==> src/rtl/axi_excl_pkg.sv <==
// Shared definitions for the AXI exclusive-access monitor: entry layout,
// legal-exclusive size check and the 128-byte reservation granule.
package axi_excl_pkg;

    localparam int MON_ADDR_W  = 64;
    localparam int MON_ID_W    = 16;
    localparam int GRANULE_LSB = 7;

    // Address and ID are held zero-extended so the layout is independent of bus widths.
    typedef struct packed {
        logic                  valid;
        logic [MON_ID_W-1:0]   id;
        logic [MON_ADDR_W-1:0] addr;
        logic [2:0]            size;
        logic [7:0]            len;
    } mon_entry_t;

    // Only addr[6:0] matters: a legal burst never spans more than 128 bytes.
    function automatic logic excl_legal(input logic [7:0] len,
                                        input logic [2:0] size,
                                        input logic [6:0] addr_lo);
        logic [15:0] bytes;
        bytes = ({8'd0, len} + 16'd1) << size;
        if (bytes > 16'd128)
            return 1'b0;
        if ((bytes & (bytes - 16'd1)) != 16'd0)
            return 1'b0;
        return ((addr_lo & (bytes[6:0] - 7'd1)) == 7'd0);
    endfunction

endpackage

==> src/rtl/axi_excl_rsp_fifo.sv <==
// Result FIFO between the exclusive-write decision and the BRESP stage.
module axi_excl_rsp_fifo #(
    parameter int WIDTH = 5,
    parameter int DEPTH = 4
) (
    input  logic             clk,
    input  logic             rst,
    input  logic             push,
    input  logic [WIDTH-1:0] wdata,
    input  logic             pop,
    output logic [WIDTH-1:0] rdata,
    output logic             valid,
    output logic             full
);
    localparam int PW = $clog2(DEPTH);

    logic [WIDTH-1:0] mem [DEPTH];
    logic [PW-1:0]    wr_ptr;
    logic [PW-1:0]    rd_ptr;
    logic [PW:0]      count;
    logic             do_push;
    logic             do_pop;

    assign valid   = (count != '0);
    assign full    = (count == (PW+1)'(DEPTH));
    assign do_pop  = pop && valid;
    assign do_push = push && (!full || do_pop);
    // Storage is not reset, so the head is masked to keep outputs clean while empty.
    assign rdata   = valid ? mem[rd_ptr] : '0;

    always_ff @(posedge clk) begin
        if (rst) begin
            wr_ptr <= '0;
            rd_ptr <= '0;
            count  <= '0;
        end else begin
            if (do_push)
                wr_ptr <= wr_ptr + 1'b1;
            if (do_pop)
                rd_ptr <= rd_ptr + 1'b1;
            if (do_push && !do_pop)
                count <= count + 1'b1;
            else if (do_pop && !do_push)
                count <= count - 1'b1;
        end
    end

    always_ff @(posedge clk) begin
        if (do_push)
            mem[wr_ptr] <= wdata;
    end

endmodule

==> src/rtl/axi_excl_monitor.sv <==
// AXI exclusive-access monitor: arms reservations on exclusive reads and
// decides EXOKAY/OKAY for exclusive writes, queued for the BRESP stage.
module axi_excl_monitor
    import axi_excl_pkg::*;
#(
    parameter int ADDR_WIDTH = 16,
    parameter int ID_WIDTH   = 4,
    parameter int NUM_MON    = 4,
    parameter int RSP_DEPTH  = 4
) (
    input  logic                  aclk,
    input  logic                  areset,
    input  logic                  ar_fire,
    input  logic                  ar_lock,
    input  logic [ID_WIDTH-1:0]   ar_id,
    input  logic [ADDR_WIDTH-1:0] ar_addr,
    input  logic [7:0]            ar_len,
    input  logic [2:0]            ar_size,
    input  logic                  aw_fire,
    input  logic                  aw_lock,
    input  logic [ID_WIDTH-1:0]   aw_id,
    input  logic [ADDR_WIDTH-1:0] aw_addr,
    input  logic [7:0]            aw_len,
    input  logic [2:0]            aw_size,
    output logic                  rsp_valid,
    output logic [ID_WIDTH-1:0]   rsp_id,
    output logic                  rsp_exokay,
    input  logic                  rsp_ready,
    output logic                  rsp_full,
    output logic                  overflow
);
    localparam int IW = $clog2(NUM_MON);

    mon_entry_t            mon     [NUM_MON];
    mon_entry_t            mon_nxt [NUM_MON];
    logic [IW-1:0]         rr;
    logic [IW-1:0]         rr_nxt;
    logic [MON_ADDR_W-1:0] aw_addr_ext;
    logic [MON_ADDR_W-1:0] ar_addr_ext;
    logic                  aw_excl;
    logic                  wr_hit;
    logic                  wr_pass;
    logic                  rd_arm;
    logic                  own_hit;
    logic [IW-1:0]         own_idx;
    logic                  free_found;
    logic [IW-1:0]         free_idx;
    logic [IW-1:0]         sel;

    assign aw_addr_ext = MON_ADDR_W'(aw_addr);
    assign ar_addr_ext = MON_ADDR_W'(ar_addr);
    assign aw_excl     = aw_fire && aw_lock;
    assign rd_arm      = ar_fire && ar_lock && excl_legal(ar_len, ar_size, ar_addr[6:0]);

    always_comb begin
        wr_hit = 1'b0;
        for (int i = 0; i < NUM_MON; i++) begin
            if (mon[i].valid && mon[i].id == MON_ID_W'(aw_id) && mon[i].addr == aw_addr_ext &&
                mon[i].size == aw_size && mon[i].len == aw_len)
                wr_hit = 1'b1;
        end
    end

    assign wr_pass = excl_legal(aw_len, aw_size, aw_addr[6:0]) && wr_hit;

    // Write invalidation is applied first so a coincident read re-arms its own entry.
    always_comb begin
        mon_nxt    = mon;
        rr_nxt     = rr;
        own_hit    = 1'b0;
        own_idx    = '0;
        free_found = 1'b0;
        free_idx   = '0;
        sel        = '0;
        if (aw_fire && (!aw_lock || wr_pass)) begin
            for (int i = 0; i < NUM_MON; i++) begin
                if (mon[i].addr[MON_ADDR_W-1:GRANULE_LSB] == aw_addr_ext[MON_ADDR_W-1:GRANULE_LSB])
                    mon_nxt[i].valid = 1'b0;
            end
        end
        for (int i = 0; i < NUM_MON; i++) begin
            if (!own_hit && mon_nxt[i].valid && mon_nxt[i].id == MON_ID_W'(ar_id)) begin
                own_hit = 1'b1;
                own_idx = IW'(i);
            end
        end
        for (int i = NUM_MON - 1; i >= 0; i--) begin
            if (!mon_nxt[i].valid) begin
                free_found = 1'b1;
                free_idx   = IW'(i);
            end
        end
        if (rd_arm) begin
            if (own_hit)
                sel = own_idx;
            else if (free_found)
                sel = free_idx;
            else begin
                sel    = rr;
                rr_nxt = (rr == IW'(NUM_MON - 1)) ? '0 : rr + 1'b1;
            end
            mon_nxt[sel].valid = 1'b1;
            mon_nxt[sel].id    = MON_ID_W'(ar_id);
            mon_nxt[sel].addr  = ar_addr_ext;
            mon_nxt[sel].size  = ar_size;
            mon_nxt[sel].len   = ar_len;
        end
    end

    always_ff @(posedge aclk) begin
        if (areset) begin
            for (int i = 0; i < NUM_MON; i++)
                mon[i].valid <= 1'b0;
            rr       <= '0;
            overflow <= 1'b0;
        end else begin
            mon <= mon_nxt;
            rr  <= rr_nxt;
            if (aw_excl && rsp_full && !(rsp_valid && rsp_ready))
                overflow <= 1'b1;
        end
    end

    axi_excl_rsp_fifo #(
        .WIDTH (ID_WIDTH + 1),
        .DEPTH (RSP_DEPTH)
    ) u_rsp_fifo (
        .clk   (aclk),
        .rst   (areset),
        .push  (aw_excl),
        .wdata ({aw_id, wr_pass}),
        .pop   (rsp_ready),
        .rdata ({rsp_id, rsp_exokay}),
        .valid (rsp_valid),
        .full  (rsp_full)
    );

endmodule

==> config.mk <==
export PLATFORM = sky130hd
export DESIGN_NAME = axi_excl_monitor
export DESIGN_NICKNAME = d
export VERILOG_FILES = /design/src/rtl/axi_excl_pkg.sv /design/src/rtl/axi_excl_rsp_fifo.sv /design/src/rtl/axi_excl_monitor.sv
export SDC_FILE = /design/constraint.sdc
export NUM_CORES = 1
export LEC_CHECK = 0
export CORE_ASPECT_RATIO = 0.75
export CORE_MARGIN = 2
export CORE_UTILIZATION = 55
export DETAILED_ROUTE_END_ITERATION = 12
export GPL_TIMING_DRIVEN = 0
export PLACE_DENSITY = 0.78
export RECOVER_POWER = 50
export SLEW_MARGIN = 20
export SYNTH_ARGS = -nofsm -noshare
export SYNTH_HDL_FRONTEND = slang
export SYNTH_SLANG_ARGS = --single-unit
==> constraint.sdc <==
create_clock -name aclk -period 12.37 [get_ports aclk]
set_clock_uncertainty 0.2 [all_clocks]
set_input_delay 1.8555 -clock aclk [delete_from_list [all_inputs] [get_ports aclk]]
set_output_delay 1.8555 -clock aclk [all_outputs]
set_load 0.02 [all_outputs]
* After elaboration in Yosys (flattened, before gate mapping) *
Memory sizes are Yosys's and may differ from the RTL's. A register that Yosys moved wholly into a read port is not among the register bits.
Index checks and enable logic that the tools add are counted.

word-level totals
  bits in registers = 378
  bits in writable memories = 20
  bits of input ports = 69
  output and inout bits = 8
  memories kept = 1

memory list
  memory          depth  width  rd ports  clocked after memory_dff  write ports  RTL line                 RTL
  u_rsp_fifo.mem  4      5      1         1                         1            axi_excl_rsp_fifo.sv:17  logic [WIDTH-1:0] mem [DEPTH];

cells by class
  add/sub/neg operators = 11
  magnitude comparators = 4
  equal/unequal tests = 26
  shift operators = 2
  multiplexer cells = 68
  bitwise gates (word level) = 8
  reduce and logical (&&, ||, !) cells = 52

operator list
  cell                                                                   number
  368-bit bitwise mux                                                    5
  92-bit demux with 2-bit select                                         5
  368-bit 2-to-1 mux                                                     1
  64-bit by 16-bit == test with 1-bit output                             4
  57-bit by 9-bit == test with 1-bit output                              4
  16-bit by 4-bit == test with 1-bit output                              8
  92-bit 2-to-1 mux                                                      1
  91-bit 2-to-1 mux                                                      1
  75-bit 2-to-1 mux                                                      1
  1-bit 2-to-1 mux                                                       37
  1-bit logical AND                                                      35
  16-bit bitwise AND                                                     2
  8-bit == test                                                          4
  16-bit by 8-bit > comparator with 1-bit output, second input constant  2
  16-bit nonzero test                                                    2
  9-bit by 3-bit left shift with 16-bit output                           2
  16-bit by 1-bit subtractor with 16-bit output, second input constant   2
  2-bit 2-to-1 mux                                                       12
  8-bit by 1-bit adder with 9-bit output, second input constant          2
  7-bit bitwise AND                                                      2
  7-bit zero test                                                        2
  7-bit by 1-bit subtractor with 7-bit output, second input constant     2
  3-bit == test                                                          4
  11-bit 2-to-1 mux                                                      1
  other kinds (18)                                                       30

* Logic depth before layout (Yosys ltp) *
Gate-level depths: netlist of the first run.

  depth in word-level cells = 40
  mapped depth = 21
  depth with buffers taken out = 18

* By module *
A second synthesis of the first run with hierarchy kept.

second synthesis, totals
  cell total of the unflattened synthesis = 1,443
  area, all modules = 18,863.1 sq um

modules (own cells, without submodules)
  module             instances  cells an instance  area an instance (sq um)
  axi_excl_monitor   1          1,362              17,610.6
  axi_excl_rsp_fifo  1          81                 1,252.5

* Worst setup path before layout of the first run *
No wires, ideal clock.

  kind = input to register
  from = input port ar_len[0]
  to = register with a tool-made name
  library setup time = 391 ps
  arrival time = 11,077 ps
  data required time = 11,779 ps
  setup slack = 702 ps
  stages = 17
  buffers on the path = 1
  cells stage by stage = ha_1 > clkbuf_1 > xor2_1 > mux2_2 > mux2_2 > o21ai_0 > or3b_2 > ha_1 > nor4b_1 > o221ai_1 > nor4_1 > nand4_1 > nor2_1 > nand4b_1 > or2_2 > inv_1 > and3_1

RTL lines
  element          RTL line                RTL
  start, declared  axi_excl_monitor.sv:17  input logic [7:0] ar_len,

==> flow_summary.toml, run 1 <==
[min_path]
hp-start = "overflow"
worst_hold_path.endpoint = "overflow"
hold_class = "flip-flop to flip-flop"
whs_path_depth = 2

[placed_design]
place_ws_ps = 3040
gp_congestion = 0.896
place_hpwl_um = 28900
port_buffers = 60

[final_layout]
drive_gt1_share_pct = 11.8
seq_area_um2 = 11900
fillers = 2470
nNetsFinal = 1600
syn2layout_area_growth_pct = 14.1
multiInputGateArea_um2 = 6530

[detailed_routing]
drt_first_pass_iters = 6
drc = 0
first_iter_violations = 1529
wl_um = 40500
wl_per_cell_um = 20.4
route.antenna.remaining_nets = 0
vias = 11500
via_per_inst = 5.80

[global_route]
grt_pass1_wl_um = 63100
grt_usage_pct = 22.9
overflow = 0
grt_pass1_vias = 11300
grt_max_degree = 120
antenna_found_initial = 2

[synth]
syn_area_per_cell_um2 = 13.6
syn_area_um2 = 18900
synth_edf_count = 384
ys_seq_area_share_pct = 62.6
synth.top_cells.by_area = "edfxtp_1 61%, xnor2_1 6.3%, nor2b_1 4.3%"
synth_cells = 1396
synth_top_area_share_pct = 60.9
ys_ff_latch = 400
yosys_warnings = 0
netlist.top_cell.by_area = "edfxtp_1"
async_flop_share_pct = 0
ys_types = 74
synth_ff_type = "edfxtp_1"
syn_nets = 1488

[cts]
max-clock-path-buffers = 3
cts.htree.levels = 2
hold_buffers = 0
path_clk_slew_ps = 60
cts_setup_buffers = 0
cts_made_buffers = 39
cts_root_buffer = "clkbuf_16"
cts_tree = "done"
clk_latency_ps = 550
cts_resized = 0
clock_sinks = 400

[die]
initial_core_util_pct = 56.1
core_um2 = 33700
die_h_um = 165
io_pins = 77
fp-row-count = 58
die-area_um2 = 35900
fp.dieW_um = 218

[critical_path]
r2r_slack_ps = 6470
r2r_cells = 14
critPathArrivalTime_ps = 9530
cp-end-kind = "flip-flop"
timing.rr.start = "mon[253]"
path_class = "input pin to flip-flop"
critPathRequiredTime_ps = 12340
worstSetupStartpointType = "input pin"
worstPathMaxFanout = 119

[power_and_ir_drop]
ir_drop_mv = 0.130
swShare_pct = 21.8
power_mw = 2.99
power_frac_comb_pct = 7.5
seqPwrFrac_pct = 49.6
p_per_area_nw_per_um2 = 139
clkPwrFrac_pct = 42.8
internal_power_mw = 2.34
leakagePower_nw = 7.16
netSwitchingPower_mw = 0.653

[timing]
rsz0062_at_grt = "no"
min_period_ps = 9560
fmax_mhz = 105
period_share_pct = 77.3
finalHoldViolCount = 0
maxSlewHeadroom_pct = -81.1
max_slew.worst_pin.slew_ps = 2700
setup_viol = 0
layout_setup_ws_ps = 2810
final_max_slew_viol_count = 59

[status]
violations = "max-capacitance violations, max-slew violations"
status = "finished, violations left"

[job]
maxCapViolations = 1
## area by class of cell
class	instances	share of cell area [%]
buffer	72	1.89
multi-input combinational	888	30.2
clock inverter	23	1.60
timing repair buffer	71	3.44
sequential	400	54.9
inverter	36	0.631
antenna	1	0.0116
tap	450	2.61
clock buffer	47	4.75
## cells in the mapped netlist (4+ instances only)
| library cell | n |
|---|---|
| edfxtp_1 | 384 |
| xnor2_1 | 137 |
| nor2b_1 | 129 |
| and2_1 | 75 |
| nor4_1 | 72 |
| nand4_1 | 68 |
| nand2_1 | 50 |
| nor2b_4 | 46 |
| nor2_1 | 43 |
| clkbuf_1 | 41 |
| inv_1 | 36 |
| o21ai_0 | 24 |
| ha_1 | 22 |
| nor3_1 | 19 |
| buf_2 | 17 |
| dfxtp_1 | 16 |
| nand3_1 | 16 |
| a21oi_1 | 13 |
| xor2_1 | 13 |
| mux2i_1 | 12 |
| nor2b_2 | 12 |
| o22ai_1 | 8 |
| or3_1 | 8 |
| mux4_2 | 6 |
| o211ai_1 | 6 |
| o21a_1 | 6 |
| a31oi_1 | 5 |
| and3_1 | 5 |
| buf_12 | 5 |
| nand3b_1 | 5 |
| a211oi_1 | 4 |
| a21o_1 | 4 |
| a221oi_1 | 4 |
| a311oi_1 | 4 |
| buf_1 | 4 |
| nor3b_1 | 4 |
| nor4b_1 | 4 |
| or2_2 | 4 |
## power groups by stage
stage	Clock (mW)	Combinational [mW]	Sequential [mW]
2_1_floorplan	0	0.142	1.51
3_3_place_gp	0	0.223	1.51
3_5_place_dp	0	0.228	1.52
4_1_cts	1.30	0.230	1.49
5_1_grt	1.35	0.246	1.49
6_report	1.28	0.226	1.49
## layout by cell type, fill, tap and decap left out, types with 7 or more instances in the layout
cell,instances
nor4_1,72
dlygate4sd3_1,46
nand4_1,68
buf_2,16
dfxtp_1,16
or3_1,8
buf_4,7
edfxtp_1,384
ha_1,22
a21oi_1,13
nor3_1,18
nand2_1,50
clkbuf_1,49
and2_1,71
nor2b_1,129
mux2i_1,12
clkbuf_16,40
o22ai_1,8
xor2_1,13
nor2b_4,46
o21ai_0,24
nor2b_2,12
nor2_1,43
clkdlybuf4s50_1,14
nand3_1,16
bufinv_16,8
inv_1,35
xnor2_1,137
## logic make-up after synthesis
family | after synthesis | synth area share [%]
AO/OA/AOI/OAI | 114 | 4.42
XOR/XNOR | 150 | 6.94
adder cells (fa/ha/maj) | 23 | 1.56
buffers and inverters | 108 | 2.88
flip-flops | 400 | 62.6
multiplexers | 20 | 1.47
AND/OR/NAND/NOR | 581 | 20.1
## worst max-delay path, stage by stage
cell	delay, ps
dlygate4sd3_1	820
ha_1	220
clkbuf_1	360
xor2_1	180
mux2_2	320
mux2_2	270
o21ai_0	270
or3b_2	500
ha_1	190
nor4b_1	390
o221ai_1	210
nor4_1	260
nand4_1	120
nor2_1	130
nand4b_1	270
or2_2	430
clkinvlp_2	1610
buf_16	470
and2_4	600
## per-layer routing
metal,vias to the layer above,routed length [um],track usage (%)
met3,52,3150,5.12
met2,385,17400,32.9
met5,-,0,0
met1,5686,19400,35.5
met4,0,629,5.32
li1,5404,-,-
## through the flow
step	hold slack, ps	setup TNS [ps]	cells	instance area [um2]	util [%]
floorplan	261	0	1396	18900	-
global placement	247	-472270	1906	20100	59.5
detailed placement	267	0	1917	20300	60.0
CTS	283	0	1987	21600	64.1
global route	323	0	1987	21600	64.0
finish	282	0	1988	21600	64.0
## worst max path at each step
| stage | from | endpoint | slack [ps] |
|---|---|---|---|
| floorplan | ar_len[0] | flip-flop | 700 |
| global placement | ar_len[0] | flip-flop | -2890 |
| detailed placement | aw_len[0] | flip-flop | 3040 |
| CTS | aw_len[0] | flip-flop | 3580 |
| global route | ar_len[0] | flip-flop | 2190 |
| finish | ar_len[0] | flip-flop | 2810 |
Note: power is estimated with default switching activity, not from simulation.
==> inputs of run 2 (changes only) <==
--- a/config.mk
+++ b/config.mk
@@ -7,10 +7,10 @@
 export LEC_CHECK = 0
 export CORE_ASPECT_RATIO = 0.75
 export CORE_MARGIN = 2
-export CORE_UTILIZATION = 55
+export CORE_UTILIZATION = 60
 export DETAILED_ROUTE_END_ITERATION = 12
 export GPL_TIMING_DRIVEN = 0
-export PLACE_DENSITY = 0.78
+export PLACE_DENSITY = 0.81
 export RECOVER_POWER = 50
 export SLEW_MARGIN = 20
 export SYNTH_ARGS = -nofsm -noshare
==> constraint.sdc (replaced) <==
create_clock -name aclk -period 9 [get_ports aclk]
set_clock_uncertainty 0.2 [all_clocks]
set_input_delay 1.35 -clock aclk [delete_from_list [all_inputs] [get_ports aclk]]
set_output_delay 1.35 -clock aclk [all_outputs]
set_load 0.02 [all_outputs]
==> run 2 against run 1 <==
Against the previous run:
- first-iteration DRC count down 25%
- count of clock-buffer cells in the layout rose by 8
- the flow now finishes without violations
- setup slack worse by 2300 ps
- critical path type unchanged
- critical path depth rose by 3
- core utilization is 4.4 points higher
- global-route usage increased by 1.9 points
==> flow_summary.toml, run 2 (synthesized netlist as in run 1, its figures left out) <==
[placed_design]
numPlacedInstances = 1879
place_hpwl_um = 29400
port_buffers = 60
place_ws_ps = 140
dpl-instance-area_um2 = 20300
gp_congestion = 0.944

[cts]
clk_latency_ps = 540
cts.htree.levels = 2
cts_root_buffer = "clkbuf_16"
path_clk_slew_ps = 60
cts_setup_buffers = 0
cts_tree = "done"
clock_sinks = 400
cts_made_buffers = 39
max-clock-path-buffers = 3
hold_buffers = 0
cts_resized = 0

[timing]
maxSlewHeadroom_pct = 11.2
rsz0062_at_grt = "no"
finalSetupTns_ps = 0
setup_viol = 0
final_max_slew_viol_count = 0
max_slew.worst_pin.slew_ps = 1330
layout_setup_ws_ps = 515
fmax_mhz = 118
min_period_ps = 8490
period_share_pct = 94.3
finalHoldViolCount = 0

[detailed_routing]
wl_um = 41000
vias = 11800
wl_per_cell_um = 21.0
first_iter_violations = 1152
drt_first_pass_iters = 7
via_per_inst = 6.04
route.antenna.remaining_nets = 0
drc = 0

[global_route]
overflow = 0
grt_max_degree = 39
grt_pass1_wl_um = 62800
antenna_found_initial = 2
grt_pass1_vias = 11300
grt_usage_pct = 24.9

[critical_path]
worstPathMaxFanout = 8
cp-end-kind = "flip-flop"
worstSetupStartpointType = "input pin"
critPathArrivalTime_ps = 8530
critPathRequiredTime_ps = 9050
path_class = "input pin to flip-flop"

[status]
status = "completed"

[final_layout]
fin_area_um2 = 21300
instances_no_fill = 1950
fin_util_pct = 68.4
drive_gt1_share_pct = 10.9
layout_common_cells = "384 x edfxtp_1, 137 x xnor2_1, 130 x nor2b_1"
syn2layout_area_growth_pct = 12.7
nNetsFinal = 1606
final_common_cell = "edfxtp_1"

[power_and_ir_drop]
swShare_pct = 22.1
power_frac_comb_pct = 8.0
p_per_area_nw_per_um2 = 182
seqPwrFrac_pct = 52.7
ir_drop_mv = 0.183
netSwitchingPower_mw = 0.856
leakagePower_nw = 7.07
clkPwrFrac_pct = 39.3
internal_power_mw = 3.02

[die]
fp-row-count = 56
core_um2 = 31200
die_h_um = 158
initial_core_util_pct = 60.7
fp.dieW_um = 209
io_pins = 77
die-area_um2 = 33000

[min_path]
hold_class = "flip-flop to flip-flop"

[job]
maxCapViolations = 0
## run 2: metal layers
metal | vias to the layer above | share of wire [%] | global-route usage (%)
li1 | 5413 | - | -
met1 | 5823 | 46 | 37.9
met2 | 466 | 43 | 35.7
met3 | 74 | 9.0 | 5.36
met4 | 0 | 2.3 | 7.82
met5 | - | 0 | 0
## run 2: power by group through the flow
stage                     registers, mW  clock network (mW)  logic (mW)
final                              2.04                1.52       0.310
after global routing               2.04                1.62       0.336
after CTS                          2.04                1.54       0.315
after detailed placement           2.08                   0       0.312
after global placement             2.08                   0       0.304
after floorplan                    2.08                   0       0.195
## run 2: per-stage QoR
stage	power [mW]	hold slack, ps
floorplan	2.28	261
global placement	2.39	245
detailed placement	2.39	268
CTS	3.90	281
global route	4.00	284
finish	3.88	273
## run 2: area by class of cell
type	count	area (um2)
Tap cell	406	508
Timing Repair Buffer	77	826
Antenna cell	2	5.00
Clock buffer	55	1070
Fill cell	2112	9850
Multi-Input combinational cell	888	6520
Inverter	36	136
Sequential cell	400	11900
Clock inverter	14	98.8
Buffer	72	323
## run 2: path summary, 6_finish.rpt
check	startpoint	to	slack, ps	cells after the start
worst max-delay path	aw_len[0]	flip-flop	510	22
worst min-delay path	overflow	overflow	270	2
worst max register to register	flip-flop	flip-flop	3220	14
worst min register to register	overflow	overflow	270	2
## run 2: critical path, stage by stage
cell and delay [ps]:
clkdlybuf4s50_1 590, ha_1 180, buf_2 210, nand3_1 120
xnor2_1 180, a221oi_1 390, o21ai_0 220, or3_1 420
ha_1 290, inv_1 40, a2111oi_0 390, nand4_1 140
a2111oi_0 780, o211ai_1 430, o41ai_1 740, or3_1 240
a41oi_2 220, and2_1 270, nor3b_2 680, buf_4 300
buf_6 160, buf_4 180
==> inputs of run 3 (changes only) <==
--- a/config.mk
+++ b/config.mk
@@ -8,6 +8,7 @@
 export CORE_ASPECT_RATIO = 0.75
 export CORE_MARGIN = 2
 export CORE_UTILIZATION = 60
+export CTS_CLUSTER_DIAMETER = 150
 export DETAILED_ROUTE_END_ITERATION = 12
 export GPL_TIMING_DRIVEN = 0
 export PLACE_DENSITY = 0.81
==> results of run 3 <==
Same layout as run 2: the final DEF is identical, and so are final timing and power.
